**config.mk**
```make
export PLATFORM = sky130hd
export DESIGN_NAME = cam_dvp_tx
export DESIGN_NICKNAME = d
export VERILOG_FILES = /design/src/rtl/cam_dvp_tx.sv
export SDC_FILE = /design/constraint.sdc
export NUM_CORES = 1
export LEC_CHECK = 0
export BUFFER_PORTS_ARGS = -buffer_cell sky130_fd_sc_hd__buf_2
export CORE_MARGIN = 2
export CORE_UTILIZATION = 45
export CTS_CLUSTER_SIZE = 24
export DETAILED_ROUTE_END_ITERATION = 12
export MAX_ROUTING_LAYER = met4
export PLACE_DENSITY = 0.72
export RECOVER_POWER = 100
export SLEW_MARGIN = 20
export SYNTH_ARGS = -nofsm -noshare
export SYNTH_HDL_FRONTEND = slang
export SYNTH_SLANG_ARGS = --single-unit
```
**constraint.sdc**
```tcl
create_clock -name clk -period 5 [get_ports clk]
set_input_delay 1 -clock clk [delete_from_list [all_inputs] [get_ports clk]]
set_output_delay 1 -clock clk [all_outputs]
set_load 0.01 [all_outputs]
```
**src/rtl/cam_dvp_tx.sv**
```systemverilog
// cam_dvp_tx: DVP-style camera byte-stream generator driven by internal test patterns.
// Emits RGB565 (high byte first) with an active-high VSYNC pulse and HREF framing, standing
// in for an image sensor in front of the camera receive path.
//
// Ports:
//   clk          byte clock, one cmos_data byte per cycle
//   rst_n        asynchronous active-low reset
//   en           run request, acted on only at frame boundaries
//   pattern_sel  0 colour bars, 1 horizontal ramp, 2 line index, 3 solid (latched per frame)
//   color_i      solid colour for pattern 3 (latched per frame)
//   cmos_vsyn    frame sync, active high
//   cmos_href    line valid
//   cmos_data    pixel byte, 0 while href is low
//   frame_cnt    completed frames, wraps
//   frame_done   one-cycle pulse in the last front-porch cycle
//   busy         high whenever a frame is in progress
module cam_dvp_tx #(
  parameter int unsigned H_PIX     = 800,
  parameter int unsigned H_BLANK   = 144,
  parameter int unsigned V_LINES   = 480,
  parameter int unsigned VS_LINES  = 3,
  parameter int unsigned VBP_LINES = 17,
  parameter int unsigned VFP_LINES = 10
) (
  input  logic        clk,
  input  logic        rst_n,
  input  logic        en,
  input  logic [1:0]  pattern_sel,
  input  logic [15:0] color_i,
  output logic        cmos_vsyn,
  output logic        cmos_href,
  output logic [7:0]  cmos_data,
  output logic [15:0] frame_cnt,
  output logic        frame_done,
  output logic        busy
);

  localparam int unsigned LineLen  = 2 * H_PIX + H_BLANK;
  localparam int unsigned ActBytes = 2 * H_PIX;
  localparam int unsigned BarW     = H_PIX / 8;

  typedef enum logic [2:0] {StIdle, StVsync, StVbp, StActive, StVfp} state_e;

  state_e      state_q, state_d;
  logic [15:0] h_cnt_q, h_cnt_d;
  logic [15:0] l_cnt_q, l_cnt_d;
  logic [1:0]  pat_q, pat_d;
  logic [15:0] color_q, color_d;
  logic [2:0]  bar_q, bar_d;
  logic [15:0] bar_pix_q, bar_pix_d;

  logic        vsyn_q, vsyn_d;
  logic        href_q, href_d;
  logic [7:0]  data_q, data_d;
  logic        done_q, done_d;
  logic        busy_q, busy_d;
  logic [15:0] fcnt_q, fcnt_d;

  logic        line_end, state_last;
  logic [15:0] state_lines;
  logic [15:0] pix, bar_color;

  assign line_end = (h_cnt_q == 16'(LineLen - 1));

  always_comb begin
    state_lines = 16'd1;
    case (state_q)
      StVsync:  state_lines = 16'(VS_LINES);
      StVbp:    state_lines = 16'(VBP_LINES);
      StActive: state_lines = 16'(V_LINES);
      StVfp:    state_lines = 16'(VFP_LINES);
      default:  state_lines = 16'd1;
    endcase
  end

  assign state_last = line_end && (l_cnt_q == state_lines - 16'd1);

  // Next-state: timing counters, frame sequencing and per-frame latching.
  always_comb begin
    state_d = state_q;
    h_cnt_d = line_end ? 16'd0 : h_cnt_q + 16'd1;
    l_cnt_d = l_cnt_q;
    pat_d   = pat_q;
    color_d = color_q;
    if (line_end) begin
      l_cnt_d = state_last ? 16'd0 : l_cnt_q + 16'd1;
    end
    case (state_q)
      StIdle: begin
        h_cnt_d = 16'd0;
        l_cnt_d = 16'd0;
        if (en) begin
          pat_d   = pattern_sel;
          color_d = color_i;
          state_d = StVsync;
        end
      end
      StVsync:  if (state_last) state_d = StVbp;
      StVbp:    if (state_last) state_d = StActive;
      StActive: if (state_last) state_d = StVfp;
      StVfp: begin
        if (state_last) begin
          if (en) begin
            pat_d   = pattern_sel;
            color_d = color_i;
            state_d = StVsync;
          end else begin
            state_d = StIdle;
          end
        end
      end
      default: state_d = StIdle;
    endcase
  end

  // Bar index tracks x / BarW incrementally; it advances after each completed pixel (odd byte).
  always_comb begin
    bar_d     = bar_q;
    bar_pix_d = bar_pix_q;
    if (state_q == StIdle || line_end) begin
      bar_d     = 3'd0;
      bar_pix_d = 16'd0;
    end else if (h_cnt_q[0] && h_cnt_q < 16'(ActBytes)) begin
      if (bar_pix_q == 16'(BarW - 1)) begin
        bar_pix_d = 16'd0;
        bar_d     = bar_q + 3'd1;
      end else begin
        bar_pix_d = bar_pix_q + 16'd1;
      end
    end
  end

  always_comb begin
    unique case (bar_q)
      3'd0: bar_color = 16'hFFFF;
      3'd1: bar_color = 16'hFFE0;
      3'd2: bar_color = 16'h07FF;
      3'd3: bar_color = 16'h07E0;
      3'd4: bar_color = 16'hF81F;
      3'd5: bar_color = 16'hF800;
      3'd6: bar_color = 16'h001F;
      3'd7: bar_color = 16'h0000;
    endcase
  end

  always_comb begin
    unique case (pat_q)
      2'd0: pix = bar_color;
      2'd1: pix = {1'b0, h_cnt_q[15:1]};
      2'd2: pix = l_cnt_q;
      2'd3: pix = color_q;
    endcase
  end

  // Outputs are a registered image of the current state/counters, so they trail state by a cycle.
  always_comb begin
    busy_d = (state_q != StIdle);
    vsyn_d = (state_q == StVsync);
    href_d = (state_q == StActive) && (h_cnt_q < 16'(ActBytes));
    data_d = 8'd0;
    if (href_d) data_d = h_cnt_q[0] ? pix[7:0] : pix[15:8];
    done_d = (state_q == StVfp) && state_last;
    fcnt_d = fcnt_q + {15'd0, done_d};
  end

  always_ff @(posedge clk or negedge rst_n) begin
    if (!rst_n) begin
      state_q   <= StIdle;
      h_cnt_q   <= 16'd0;
      l_cnt_q   <= 16'd0;
      pat_q     <= 2'd0;
      color_q   <= 16'd0;
      bar_q     <= 3'd0;
      bar_pix_q <= 16'd0;
      vsyn_q    <= 1'b0;
      href_q    <= 1'b0;
      data_q    <= 8'd0;
      done_q    <= 1'b0;
      busy_q    <= 1'b0;
      fcnt_q    <= 16'd0;
    end else begin
      state_q   <= state_d;
      h_cnt_q   <= h_cnt_d;
      l_cnt_q   <= l_cnt_d;
      pat_q     <= pat_d;
      color_q   <= color_d;
      bar_q     <= bar_d;
      bar_pix_q <= bar_pix_d;
      vsyn_q    <= vsyn_d;
      href_q    <= href_d;
      data_q    <= data_d;
      done_q    <= done_d;
      busy_q    <= busy_d;
      fcnt_q    <= fcnt_d;
    end
  end

  assign cmos_vsyn  = vsyn_q;
  assign cmos_href  = href_q;
  assign cmos_data  = data_q;
  assign frame_done = done_q;
  assign busy       = busy_q;
  assign frame_cnt  = fcnt_q;

endmodule

```
==> results_dict.tcl, run 1 <==
set metrics [dict create \
    clockBufferDepth 2 \
    coreArea_sq_um 11400 \
    finalSetupViolations 0 \
    routed_wirelength_mm 10.9 \
    period_minus_slack_ns 4.46 \
    synth_ff_type "dfrtp_1" \
    final_cell_mix "dfrtp_1, nor2_1, nand2_1" \
    row_count 39 \
    grt_max_degree 56 \
    worstPathMaxFanout 11 \
    die_h_um 112 \
    drive_gt1_frac 0.103 \
    critPathCaptureType "flop" \
    worstMarginPinSlew_ns 2.99 \
    start_util 0.459 \
    skew_ns 0.00709 \
    worst-endpoint-arrival_ns 4.75 \
    viasPerCell 5.55 \
    synth_edf_count 0 \
    cts_tree "yes" \
    violations "capacitance limit, slew limit" \
    period_share 0.893 \
    clkSlewWorstSetupHoldPaths_ns 0.07 \
    track_usage 0.190 \
    vdd_drop_max_uv 358 \
    port_buffers 48 \
    cts_made_buffers 9 \
    ant_nets 0 \
    holdBufCountCts 0 \
    p_leak_nw 2.65 \
    slew_headroom -0.996 \
    grt_pass1_wl_mm 18.4 \
    required_ns 5.28 \
    post-route-util 0.505 \
    synth_area_sq_um 5250 \
    clock-sinks 100 \
    outcome "finished with violations" \
    reg2reg_depth 16 \
    vias 3864 \
    ys_seq_elements 100 \
    maxCapViolations 1 \
    initialDrtViolationCount 189 \
    htree_levels 3 \
    timing.fmax_mhz 224 \
    final_common_cell "dfrtp_1" \
    crit_type "flop to flop" \
    maxSlewViolCount 56 \
    antenna_found_initial 0 \
    die-area_sq_um 12500 \
    synth_nets 541 \
    grt_pass1_vias 3777 \
    overflow 0 \
    insertion_delay_ns 0.36 \
    fin_hold_ws_ns 0.475 \
    wire_per_inst_um 15.7 \
    area_growth_pct 9.95 \
    worstHoldPathCells 1 \
    hpwlAfterDp_mm 7.88 \
    hold_path_class "flop to flop" \
    place_congestion 0.863 \
    root_buffer "clkbuf_16" \
    ys_types 45 \
    post_cts_resized 0 \
    crit_path_start_kind "flop" \
    async_flop_share 1.00 \
    finalHoldViolCount 0 \
    finalSetupTns_ns 0 \
    firstDrtPassIters 4 \
    yosysSeqAreaShare 0.477 \
    syn_avg_cell_area_sq_um 10.3 \
    nets 579 \
    ios 49 \
    rsz0062_at_grt "no" \
    antennaDiodeCount 0 \
    power.density_nw_per_um2 268 \
    syn-instance-count 510 \
    dieWidth_um 112 \
    route.detailed.drc 0 \
    synth_warnings 0 \
    post-cts-setup-buffers 0 \
]
-- area by class of cell --
class / count / area (sq um)
well taps: 143 / 179
clock buffers: 10 / 239
repair buffers: 51 / 220
fillers: 1038 / 5650
multi-input cells: 374 / 2530
inverters: 12 / 45.0
flip-flops and latches: 100 / 2500
clock inverters: 6 / 47.5
-- worst max-delay path: stages, from the launching register on --
cell,delay (ns)
dfrtp_1,0.49
or3b_1,0.51
nand2_1,0.16
ha_1,0.25
and3_1,0.18
ha_1,0.24
xnor2_1,0.16
nor3_1,0.15
nand3b_1,0.09
or4_1,0.47
nor4_1,0.42
ha_1,0.31
ha_1,0.25
nand2_1,0.10
or2_2,0.33
nor2_1,0.13
xor2_1,0.15
-- per-layer routing --
layer  global-route usage  share of wire
met1                0.248           0.46
met2                0.288           0.47
met3               0.0501          0.052
met4               0.0691          0.019
met5                    -              0
-- final timing paths --
path                       slack, ns             to          start
setup / recovery                0.54  frame_cnt[14]     state_q[2]
hold / removal                  0.47  frame_cnt[15]  frame_cnt[15]
setup reg to reg                0.54  frame_cnt[14]     state_q[2]
hold reg to reg                 0.47  frame_cnt[15]  frame_cnt[15]
max in group asynchronous       1.08     color_q[2]          rst_n
min in group asynchronous       1.61   frame_cnt[8]          rst_n
-- through the flow --
step | setup WS, ns | total power [mW] | area, sq um | instances
6_report | 0.536 | 1.55 | 5770 | 696
5_1_grt | 0.189 | 1.60 | 5770 | 696
4_1_cts | 0.545 | 1.57 | 5850 | 696
3_5_place_dp | 0.575 | 0.899 | 5560 | 680
3_3_place_gp | 0.735 | 0.898 | 5560 | 680
2_1_floorplan | 0.964 | 0.867 | 5250 | 510
-- cells in the mapped netlist, types with 3 or more instances --
cell type	n	area share
nand2_1	39	0.028
a21oi_1	26	0.025
nor2b_1	4	0.0048
nor2_1	67	0.048
nand4_1	15	0.018
mux2_4	10	0.029
xnor2_1	31	0.052
mux2i_1	18	0.034
o21ai_0	15	0.014
ha_1	10	0.024
nand3_1	20	0.019
and3_1	16	0.019
inv_1	12	0.0086
mux2_2	8	0.017
nand2b_1	3	0.0036
xor2_1	28	0.047
buf_6	3	0.0064
dfrtp_1	100	0.48
or3_1	7	0.0083
clkbuf_1	18	0.013
nor4_1	6	0.0072
nor3_1	12	0.011
and2_1	4	0.0048
or4_1	5	0.0072
mux4_2	8	0.034
-- flip-flops by register name, summed over array words and instances (netlist names) --
signal,cells
bar_q,3
bar_pix_q,16
cmos_href,1
busy,1
cmos_vsyn,1
h_cnt_q,16
l_cnt_q,16
color_q,16
cmos_data,8
frame_cnt,16
pat_q,2
frame_done,1
state_q,3
-- power by group --
group          internal (mW)  leakage (nW)  switching, mW
Sequential             0.816          1.34        0.00661
Combinational         0.0240          1.17         0.0311
Clock                  0.355         0.133          0.313
-- logic make-up (layout without fill, tap and decap cells) --
group	Yosys count	after routing	share of synthesized area
xor+xnor	60	60	0.102
compound gates	52	52	0.0556
buf+inv	36	79	0.0327
simple gates	208	208	0.195
mux	44	44	0.114
flops	100	100	0.477
fa+ha+maj	10	10	0.0238
Note: power is estimated with default switching activity, not from simulation.
==> inputs of run 2 (changes only) <==
- CORE_UTILIZATION: 45 -> 55
- PLACE_DENSITY: 0.72 -> 0.84
==> run 2 against run 1 <==
Net effect:
- the run still ends with capacitance limit, slew limit left
- cell area fell by 1.6%
- die area shrank 18%
- non-clock buffer count did not move
- setup slack worse by 0.094 ns
- core utilization increased by 11 points
- clock skew rose by 0.012 ns
- final cell count down 2.2%
- critical path type unchanged
- largest cell class unchanged
- largest power group unchanged
==> results_dict.tcl, run 2 (same netlist as run 1, synthesis figures left out) <==
set metrics [dict create \
    cts_tree "yes" \
    post-cts-setup-buffers 0 \
    holdBufCountCts 0 \
    area_growth_pct 8.23 \
    port_buffers 48 \
    required_ns 5.31 \
    worstMarginPinSlew_ns 2.81 \
    power.density_nw_per_um2 252 \
    initialDrtViolationCount 396 \
    vias 3932 \
    grt_pass1_wl_mm 18.4 \
    critPathSlowestCell "or3b_1" \
    path_common_cell "ha_1" \
    root_buffer "clkbuf_8" \
    grt_pass1_vias 3840 \
    antenna_found_initial 0 \
    finalSetupTns_ns 0 \
    route.detailed.drc 0 \
    finalHoldViolCount 0 \
    ios 49 \
    track_usage 0.236 \
    outcome "finished with violations" \
    firstDrtPassIters 5 \
    htree_levels 3 \
    crit_type "flop to flop" \
    crit_family "simple AND/OR/NAND/NOR gates" \
    final_cell_mix "dfrtp_1, nor2_1, nand2_1" \
    nets 579 \
    grt_max_degree 56 \
    crit_path_start_kind "flop" \
    cp_cell_sequence "or3b_1 -> nand2_1 -> ha_1 -> and3_1 -> ha_1 -> xnor2_1 -> nor3_1 -> nand3b_1 -> or4_1 -> nor4_1 -> ha_1 -> ha_1 -> nand2_1 -> or2_2 -> nor2_1 -> xor2_1" \
    drive_gt1_frac 0.101 \
    die_h_um 102 \
    layoutNonFillerInstCount 681 \
    violations "capacitance limit, slew limit" \
    routed_wirelength_mm 11.3 \
    coreArea_sq_um 9240 \
    clkSlewWorstSetupHoldPaths_ns 0.10 \
    vdd_drop_max_uv 126 \
    place_congestion 0.905 \
    post-route-util 0.614 \
    worst-endpoint-arrival_ns 4.87 \
    post_cts_resized 0 \
    overflow 0 \
    placed_cells_incl_taps 666 \
    dieWidth_um 102 \
    insertion_delay_ns 0.38 \
    worstPathMaxFanout 10 \
    row_count 35 \
    timing.fmax_mhz 219 \
    critPathMaxStageDelay_ns 0.54 \
    cts_made_buffers 9 \
    maxCapViolations 1 \
    clockBufferDepth 2 \
    viasPerCell 5.77 \
    hold_path_class "flop to flop" \
    period_minus_slack_ns 4.56 \
    hpwlAfterDp_mm 8.12 \
    die-area_sq_um 10300 \
    wire_per_inst_um 16.6 \
    ant_nets 0 \
    finalSetupViolations 0 \
    path_buf_inv 0 \
    antennaDiodeCount 0 \
    skew_ns 0.0189 \
    p_leak_nw 2.62 \
    period_share 0.912 \
    slew_headroom -0.875 \
    maxSlewViolCount 56 \
    critPathCaptureType "flop" \
    final_common_cell "dfrtp_1" \
    clock-sinks 100 \
    rsz0062_at_grt "no" \
    start_util 0.568 \
]
run 2: changes by cell type in the layout (fill, tap and decap cells not counted):
cell	before	now
bufinv_16	0	2
clkbuf_16	9	0
clkbuf_8	1	9
clkinv_4	0	2
clkinvlp_4	3	1
inv_6	1	0
inv_8	1	0
run 2: final timing paths:
path                                    start       endpoint  slack, ns  cells past startpoint
worst max-delay path               state_q[0]  frame_cnt[14]       0.44                     16
worst min-delay path            frame_cnt[15]  frame_cnt[15]       0.50                      1
worst max register to register     state_q[0]  frame_cnt[14]       0.44                     16
worst min register to register  frame_cnt[15]  frame_cnt[15]       0.50                      1
max in group asynchronous               rst_n    l_cnt_q[11]       1.25                      2
min in group asynchronous               rst_n   frame_cnt[7]       1.50                      1
run 2: worst reg2reg max path: cells and delay by family, from the launching register on:
family | cells | cell delay, ns
and+or+nand+nor | 10 | 2.68
xor gates and xnor gates | 2 | 0.31
adders and majority gates | 4 | 1.05
DFF | 1 | 0.47
run 2: cell type report:
type / count / area (sq um)
multi-input cells: 374 / 2530
inverters: 12 / 45.0
clock buffers: 9 / 124
repair buffers: 51 / 220
flip-flops and latches: 100 / 2500
well taps: 129 / 161
fillers: 748 / 3560
clock inverters: 6 / 90.1
run 2: power breakdown:
part | internal, mW | switching [mW] | total [mW]
clock | 0.280 | 0.276 | 0.555
sequential | 0.815 | 0.00662 | 0.822
combinational | 0.0241 | 0.0310 | 0.0551
run 2: per-stage QoR:
stage | worst slack [ns] | cell area, sq um | total power [mW] | hold slack (ns)
after floorplan | 0.964 | 5250 | 0.867 | 0.459
after global placement | 0.748 | 5550 | 0.896 | 0.457
after detailed placement | 0.464 | 5550 | 0.898 | 0.479
after CTS | 0.452 | 5760 | 1.45 | 0.497
after global routing | 0.193 | 5680 | 1.48 | 0.521
final | 0.442 | 5680 | 1.43 | 0.496
run 2: per-layer routing:
metal  routed length (um)  track usage  vias to the layer above
met5                    0            -                        -
met2                 5500        0.373                      160
li1                     -            -                     1846
met4                  315       0.0894                        0
met1                 4800        0.296                     1894
met3                  695       0.0531                       32
==> inputs of run 3 (changes only) <==
--- a/config.mk
+++ b/config.mk
@@ -7,2 +7,3 @@
 export LEC_CHECK = 0
+export ABC_CLOCK_PERIOD_IN_PS = 5000
 export BUFFER_PORTS_ARGS = -buffer_cell sky130_fd_sc_hd__buf_2
==> constraint.sdc (replaced) <==
create_clock -name clk -period 5 [get_ports clk]
set_input_delay 0.5 -clock clk [delete_from_list [all_inputs] [get_ports clk]]
set_output_delay 0.5 -clock clk [all_outputs]
set_load 0.01 [all_outputs]
==> run 3 against run 2 <==
Net effect:
- the flow still finishes with violations (capacitance limit, slew limit)
- global-route usage fell by 0.88 points
- die area did not move
- combinational power barely moved
- final cell count rose by 0.15%
- largest power group unchanged
- highest routed layer unchanged
==> results_dict.tcl, run 3 (same netlist as run 1, synthesis figures left out) <==
set metrics [dict create \
    pwr-share-seq 0.612 \
    holdBufCountCts 0 \
    critPathSlowestCell "or3b_1" \
    path_buf_inv 0 \
    comb_power_share 0.041 \
    die-area_sq_um 10300 \
    grt_pass1_wl_mm 17.7 \
    hold_path_class "input port to flop" \
    slew_headroom -0.754 \
    post_cts_resized 0 \
    firstDrtPassIters 7 \
    skew_ns 0.00836 \
    grt_max_degree 52 \
    nets 579 \
    violations "capacitance limit, slew limit" \
    ant_nets 0 \
    maxCapViolations 1 \
    cts_made_buffers 9 \
    area_growth_pct 7.49 \
    row_count 35 \
    multi_input_area_sq_um 2530 \
    antenna_found_initial 0 \
    finalSetupTns_ns 0 \
    initialDrtViolationCount 325 \
    outcome "finished with violations" \
    crit_path_start_kind "flop" \
    grt_pass1_vias 3669 \
    finalHoldViolCount 0 \
    place_area_sq_um 5550 \
    maxSlewViolCount 52 \
    port_buffers 48 \
    insertion_delay_ns 0.37 \
    clock-sinks 100 \
    worstPathMaxFanout 10 \
    clockBufferDepth 2 \
    power.density_nw_per_um2 238 \
    coreArea_sq_um 9240 \
    post-route-util 0.610 \
    cts_tree "yes" \
    fillCellCount 748 \
    crit_type "flop to flop" \
    worst-endpoint-arrival_ns 4.80 \
    post-cts-setup-buffers 0 \
    dp_slack_ns 0.533 \
    vias 3945 \
    rsz0062_at_grt "no" \
    drive_gt1_frac 0.103 \
    htree_levels 3 \
    vdd_drop_max_uv 99.6 \
    final_common_cell "dfrtp_1" \
    period_minus_slack_ns 4.50 \
    worstMarginPinSlew_ns 2.63 \
    p_leak_nw 2.60 \
    critPathMaxStageDelay_ns 0.54 \
    overflow 0 \
    finalSetupViolations 0 \
    stdcell_area_sq_um 5640 \
    timing.fmax_mhz 222 \
    p_switching_mw 0.321 \
    place_congestion 0.903 \
    path_common_cell "ha_1" \
    seqCellArea_sq_um 2500 \
    root_buffer "clkbuf_8" \
    clkSlewWorstSetupHoldPaths_ns 0.10 \
    required_ns 5.30 \
    start_util 0.568 \
    period_share 0.900 \
    fin_hold_ws_ns 0.337 \
    switching_share 0.239 \
    final_cell_mix "dfrtp_1, nor2_1, nand2_1" \
    antennaDiodeCount 0 \
    ios 49 \
    cp_cell_sequence "or3b_1 -> nand2_1 -> ha_1 -> and3_1 -> ha_1 -> xnor2_1 -> nor3_1 -> nand3b_1 -> or4_1 -> nor4_1 -> ha_1 -> ha_1 -> nand2_1 -> or2_2 -> nor2_1 -> xor2_1" \
    dieWidth_um 102 \
    wire_per_inst_um 16.0 \
    die_h_um 102 \
    hpwlAfterDp_mm 7.90 \
    p_clk_frac 0.347 \
    track_usage 0.227 \
    crit_family "simple AND/OR/NAND/NOR gates" \
    viasPerCell 5.78 \
    power.internal_mw 1.02 \
    critPathCaptureType "flop" \
    routed_wirelength_mm 10.9 \
    route.detailed.drc 0 \
    finalWorstSetupSlack_ns 0.498 \
]
==> run 3: power groups by stage <==
| stage | Combinational (mW) | Clock, mW | Sequential [mW] |
|---|---|---|---|
| floorplan | 0.0330 | 0 | 0.834 |
| global placement | 0.0577 | 0 | 0.838 |
| detailed placement | 0.0606 | 0 | 0.838 |
| CTS | 0.0602 | 0.486 | 0.822 |
| global route | 0.0619 | 0.517 | 0.824 |
| finish | 0.0553 | 0.466 | 0.822 |
==> run 3: metrics by stage <==
| stage | power (mW) | std cells |
|---|---|---|
| detailed placement | 0.899 | 666 |
| finish | 1.34 | 682 |
| floorplan | 0.867 | 510 |
| global route | 1.40 | 682 |
| CTS | 1.37 | 682 |
| global placement | 0.896 | 666 |
==> run 3: layout make-up <==
class | instances | share of cell area
Clock inverter | 7 | 0.00910
Clock buffer | 9 | 0.0220
Inverter | 12 | 0.00799
Timing Repair Buffer | 51 | 0.0391
Tap cell | 129 | 0.0286
Multi-Input combinational cell | 374 | 0.450
Sequential cell | 100 | 0.444
==> run 3: path summary, 6_finish.rpt <==
kind,startpoint,endpoint,slack [ns],cells after the start
max in group asynchronous,rst_n,h_cnt_q[8],1.76,2
max reg2reg,state_q[0],frame_cnt[12],0.50,16
min in group asynchronous,rst_n,frame_cnt[10],0.95,1
min,color_i[11],color_q[11],0.34,2
min reg2reg,frame_cnt[15],frame_cnt[15],0.47,1
max,state_q[0],frame_cnt[12],0.50,16
==> run 3: per-layer routing <==
layer  vias to the layer above  wire length, um  track usage
met5                         -                0            -
met2                       148             5370        0.361
met1                      1925             4790        0.291
met4                         0              184       0.0863
met3                        22              579       0.0393
li1                       1850                -            -
==> run 3: worst register-to-register path, stage by stage, from the launching register on <==
cell and delay (ns):
dfrtp_1 0.48, or3b_1 0.54, nand2_1 0.16, ha_1 0.25, and3_1 0.19, ha_1 0.24
xnor2_1 0.14, nor3_1 0.14, nand3b_1 0.10, or4_1 0.47, nor4_1 0.43, ha_1 0.33
ha_1 0.26, nand2_1 0.10, or2_2 0.34, nor2_1 0.14, xor2_1 0.15
